$ cat src/rtl/downcounter_timer_pkg.sv
// Shared types and defaults for the loadable countdown timer.
package downcounter_timer_pkg;

  localparam int DCT_COUNT_BITS = 3;

  typedef enum logic [1:0] {
    IDLE,
    RUN,
    EXPIRED
  } dct_state_e;

endpackage

$ cat src/rtl/downcounter_core.sv
// Loadable saturating down-counter: a load wins over a decrement, and the count
// never wraps below zero.
module downcounter_core
  import downcounter_timer_pkg::*;
#(
  parameter int COUNT_BITS = DCT_COUNT_BITS
) (
  input  logic                  clk,
  input  logic                  resetn,
  input  logic                  load,
  input  logic [COUNT_BITS-1:0] load_value,
  input  logic                  dec,
  output logic [COUNT_BITS-1:0] count,
  output logic                  is_one
);

  always_ff @(posedge clk or negedge resetn) begin
    if (!resetn) begin
      count <= '0;
    end else if (load) begin
      count <= load_value;
    end else if (dec && (count != '0)) begin
      count <= count - 1'b1;
    end
  end

  assign is_one = (count == COUNT_BITS'(1));

endmodule

$ cat src/rtl/downcounter_timer.sv
// Loadable countdown timer with a one-cycle expiry pulse and a sticky expired flag.
// Define DOWNCOUNTER_TIMER_AUTORELOAD_EN to reload the last start value instead of expiring.
//
// state   | meaning
// IDLE    | waiting for a start value; load_ready high unless abort
// RUN     | counting down on every enabled cycle
// EXPIRED | count reached zero; expired held until expired_ack
module downcounter_timer
  import downcounter_timer_pkg::*;
#(
  parameter int COUNT_BITS = DCT_COUNT_BITS,
  parameter int MAX        = 2**COUNT_BITS - 1
) (
  input  logic                  clk,
  input  logic                  resetn,
  input  logic                  load_valid,
  output logic                  load_ready,
  input  logic [COUNT_BITS-1:0] load_value,
  input  logic                  enable,
  input  logic                  abort,
  input  logic                  expired_ack,
  output logic [COUNT_BITS-1:0] count,
  output logic                  busy,
  output logic                  zero_tick,
  output logic                  expired
);

  dct_state_e            state;
  logic [COUNT_BITS-1:0] load_clip;
  logic [COUNT_BITS-1:0] core_value;
  logic                  accept;
  logic                  core_load;
  logic                  core_dec;
  logic                  is_one;
  logic                  terminal;
`ifdef DOWNCOUNTER_TIMER_AUTORELOAD_EN
  logic [COUNT_BITS-1:0] reload;
  logic                  wrap;
`endif

  assign load_ready = (state == IDLE) && !abort;
  assign accept     = load_valid && load_ready;
  assign terminal   = (state == RUN) && enable && is_one;
  assign core_dec   = (state == RUN) && enable;

  // Clipping only exists when MAX is below the natural range of the port.
  generate
    if (MAX >= 2**COUNT_BITS - 1) begin : g_no_clip
      assign load_clip = load_value;
    end else begin : g_clip
      localparam logic [COUNT_BITS-1:0] MAX_VAL = COUNT_BITS'(MAX);
      assign load_clip = (load_value > MAX_VAL) ? MAX_VAL : load_value;
    end
  endgenerate

`ifdef DOWNCOUNTER_TIMER_AUTORELOAD_EN
  assign wrap = terminal && (reload != '0);
`endif

  always_comb begin
    core_load  = 1'b0;
    core_value = '0;
    if (abort) begin
      core_load = 1'b1;
    end else if (accept) begin
      core_load  = 1'b1;
      core_value = load_clip;
`ifdef DOWNCOUNTER_TIMER_AUTORELOAD_EN
    end else if (wrap) begin
      core_load  = 1'b1;
      core_value = reload;
`endif
    end
  end

  downcounter_core #(
    .COUNT_BITS(COUNT_BITS)
  ) u_core (
    .clk       (clk),
    .resetn    (resetn),
    .load      (core_load),
    .load_value(core_value),
    .dec       (core_dec),
    .count     (count),
    .is_one    (is_one)
  );

  always_ff @(posedge clk or negedge resetn) begin
    if (!resetn) begin
      state     <= IDLE;
      zero_tick <= 1'b0;
      expired   <= 1'b0;
      busy      <= 1'b0;
`ifdef DOWNCOUNTER_TIMER_AUTORELOAD_EN
      reload    <= '0;
`endif
    end else if (abort) begin
      state     <= IDLE;
      zero_tick <= 1'b0;
      expired   <= 1'b0;
      busy      <= 1'b0;
    end else begin
      zero_tick <= 1'b0;
      case (state)
        IDLE: begin
          if (accept) begin
`ifdef DOWNCOUNTER_TIMER_AUTORELOAD_EN
            reload <= load_clip;
`endif
            if (load_clip == '0) begin
              state     <= EXPIRED;
              zero_tick <= 1'b1;
              expired   <= 1'b1;
            end else begin
              state <= RUN;
              busy  <= 1'b1;
            end
          end
        end
        RUN: begin
          if (terminal) begin
            zero_tick <= 1'b1;
`ifdef DOWNCOUNTER_TIMER_AUTORELOAD_EN
            if (!wrap) begin
              state   <= EXPIRED;
              expired <= 1'b1;
              busy    <= 1'b0;
            end
`else
            state   <= EXPIRED;
            expired <= 1'b1;
            busy    <= 1'b0;
`endif
          end
        end
        EXPIRED: begin
          if (expired_ack) begin
            state   <= IDLE;
            expired <= 1'b0;
          end
        end
        default: begin
          state   <= IDLE;
          expired <= 1'b0;
          busy    <= 1'b0;
        end
      endcase
    end
  end

endmodule

$ cat config.mk
export PLATFORM = sky130hd
export DESIGN_NAME = downcounter_timer
export DESIGN_NICKNAME = d
export VERILOG_FILES = /design/src/rtl/downcounter_timer_pkg.sv /design/src/rtl/downcounter_core.sv /design/src/rtl/downcounter_timer.sv
export SDC_FILE = /design/constraint.sdc
export NUM_CORES = 1
export LEC_CHECK = 0
export ABC_AREA = 1
export BUFFER_PORTS_ARGS = -buffer_cell sky130_fd_sc_hd__buf_2
export CORE_AREA = 2 2 39 41
export CTS_CLUSTER_SIZE = 28
export DETAILED_ROUTE_END_ITERATION = 12
export DIE_AREA = 0 0 41 43
export PLACE_DENSITY = 0.75
export SYNTH_ARGS = -nofsm -noshare
export SYNTH_HDL_FRONTEND = slang
export SYNTH_HIERARCHICAL = 1
export SYNTH_SLANG_ARGS = --single-unit
$ cat constraint.sdc
create_clock -name clk -period 1.8 [get_ports clk]
set_clock_uncertainty 0.2 [all_clocks]
set_input_delay 0.36 -clock clk [delete_from_list [all_inputs] [get_ports clk]]
set_output_delay 0.36 -clock clk [all_outputs]
set_load 0.05 [all_outputs]
==> run_results.csv <==
group,metric,value,unit
worst_hold_path,hp-class,"in2reg",
run,maxCapViolations,0,
placed_design,io_buffers,15,
detailed_routing,drtPass1Iterations,2,
worst_hold_path,hp-start,"abort",
detailed_routing,vias,504,
clock_network,clock_path_buffers,2,
synth,synth_cells,81,
placed_design,gp_congestion,0.805,
clock_network,cts_root_buf,"clkbuf_4",
global_routing,antenna_found_initial,0,
power,power_density,1640,nW/um^2
worst_setup_path,required,1240,ps
detailed_routing,ant_nets,0,
final_layout,layout_common_cells,"23 x nand2_1, 14 x buf_2, 13 x inv_1",
placed_design,dpl.hpwl,895,um
power,ir_worst_vdd,0.721,mV
sta,worst_pin_slew,296,ps
worst_setup_path,crit_start,"state[1]$_DFFE_PN0P_",
die,core-area,1380,um^2
synth,synth-seq-area-share,36.0,%
worst_setup_path,worstSetupPathType,"reg2out",
clock_network,cts_tree,"yes",
synth,ys_warn_count,6,
placed_design,post-place-cells,113,
detailed_routing,drc,0,
die,start_util,40.1,%
die,placementRows,14,
sta,max_freq,586,MHz
die,die-area,1760,um^2
power,p_leak,0.417,nW
synth,synth_top_area_share,36.0,%
sta,finalSetupTns,0,ps
placed_design,pre_cts_ws,113,ps
synth,yosys-top-cells-area,"dfrtp_1 36%, nand2_1 16%, inv_1 8.8%",
run_status,run_status,"complete, no violations",
detailed_routing,postRouteWirelength,1030,um
sta,slew_viol_final,0,
final_layout,drive_above_1_share,32.7,%
global_routing,overflow,0,
clock_network,cts_sinks,8,
worst_setup_path,path_cells,"nor2_2 -> nand2_2 -> inv_2 -> buf_4",
worst_setup_path,arrival,1150,ps
worst_setup_path,cp-end-kind,"primary output",
final_layout,final_nets,115,
global_routing,grt_max_degree,9,
worst_setup_path,cp_max_fo,4,
detailed_routing,wl_per_cell,8.83,um
sta,whs,261,ps
clock_network,cts_buffers,3,
clock_network,htree_levels,1,
global_routing,grt_first_pass_wirelength,1650,um
clock_network,clk_latency,240,ps
final_layout,syn2layout_area_growth,25.2,%
sta,rsz0062_at_grt,"false",
die,die_y,43,um
synth,synth.distinct_cells,16,
global_routing,first_global_vias,427,
sta,finalHoldViolations,0,
clock_network,cts_setup_buffers,0,
synth,syn_nets,93,
sta,final.period_utilization,94.8,%
worst_setup_path,critPathLaunchType,"flip-flop",
global_routing,gr-usage-all-layers,14.5,%
detailed_routing,drt-initial-drc-count,4,
sta,period_needed,1710,ps
die,io_pins,16,
synth,synth_area,556,um^2
sta,setup_violations,0,
final_layout,layout_commonest_cell,"nand2_1",
final_layout,diodes,0,
worst_setup_path,reg2reg_from,"state[1]$_DFFE_PN0P_",
worst_setup_path,crit_family,"flip-flops",
sta,setup_ws,93.6,ps
sta,relSlewSlack,80.2,%
worst_setup_path,critical_path_buf_inv_count,2,
synth,synth_seq_cells,8,
power,finalPower,0.00114,W
worst_setup_path,critical_path.slowest_cell,"dfrtp_1",
synth,avgSynthCellArea,6.86,um^2
worst_setup_path,slowest_delay,390,ps
synth,synth_area_leader_cell,"dfrtp_1",
detailed_routing,vias_per_cell,4.31,
clock_network,clk_pin_slew,50,ps
die,die_width,41,um
final_layout,layoutNonFillerInstCount,117,
[path summary, 6_finish.rpt]
path                                          endpoint  slack, ps  cells after the start
max                                         load_ready         90                      4
min                               state[0]$_DFFE_PN0P_        260                      4
max reg2reg                u_core/count[2]$_DFFE_PN0P_        230                     10
min reg2reg                           busy$_DFFE_PN0P_        270                      2
max in group asynchronous          zero_tick$_DFF_PN0_        970                      2
min in group asynchronous         state[0]$_DFFE_PN0P_        270                      2
[sequential cells by signal (all words and copies together), names as in the netlist]
| signal | flops |
|---|---|
| busy | 1 |
| zero_tick | 1 |
| state | 2 |
| u_core/count | 3 |
| expired | 1 |
[where the power goes]
group,leakage [nW],switching (W),internal [W]
Sequential,0.103,0.0000577,0.000257
Combinational,0.301,0.000501,0.000199
Clock,0.0138,0.0000504,0.0000756
Total,0.417,0.000610,0.000532
[routing by layer]
metal / vias to the layer above / GRT usage, % / wire length, um
met5: - / 0 / 0
met4: 0 / 12.0 / 0
met3: 0 / 3.14 / 39
met2: 9 / 20.0 / 508
met1: 215 / 18.4 / 485
li1: 280 / - / -
[cells by family (layout without fill, tap and decap cells)]
kind of cell               Yosys count  after routing  synth area share (%)
DFF                                  8              8                  36.0
AOI/OAI and AO/OA                    5              5                  6.53
buffers and inverters               18             38                  12.2
and+or+nand+nor                     47             47                  38.5
adders and majority gates            3              3                  6.76
[final cells by class]
cell class                 count  area (um^2)
fill                         146          688
inverter                      18         67.6
clock buffer                   3         22.5
multi-input combinational     55          290
timing repair buffer          17         95.1
sequential                     8          200
tap                           16         20.0
[Yosys cell counts]
cell and number:
nand2_1 24, inv_1 13, nor2_1 10, dfrtp_1 8, inv_2 5, nand2_2 4
nand3_1 4, ha_1 3, o21ai_0 2, o21ai_1 2, a21oi_4 1, nand2_4 1
nand3_2 1, nand3b_1 1, nand4_1 1, nor2_2 1
[worst reg2reg max path, delay by kind of cell (launching register included)]
| kind | cells | cell delay, ps |
|---|---|---|
| and+or+nand+nor | 8 | 700 |
| DFF | 1 | 390 |
| buffers and inverters | 2 | 170 |
[through the flow]
step	utilization, %	area, um^2
final	50.3	696
after global routing	50.3	696
after CTS	49.9	691
after detailed placement	47.6	658
after global placement	47.6	658
after floorplan	-	556
[timing repair]
item | 4_1_cts | 5_1_grt
resized for setup | 0 | 3
endpoints found under the setup margin | 0 | 1
endpoints found under the hold margin | 8 | 0
hold buffers | 1 | 0
(Power assumes the default switching activity.)
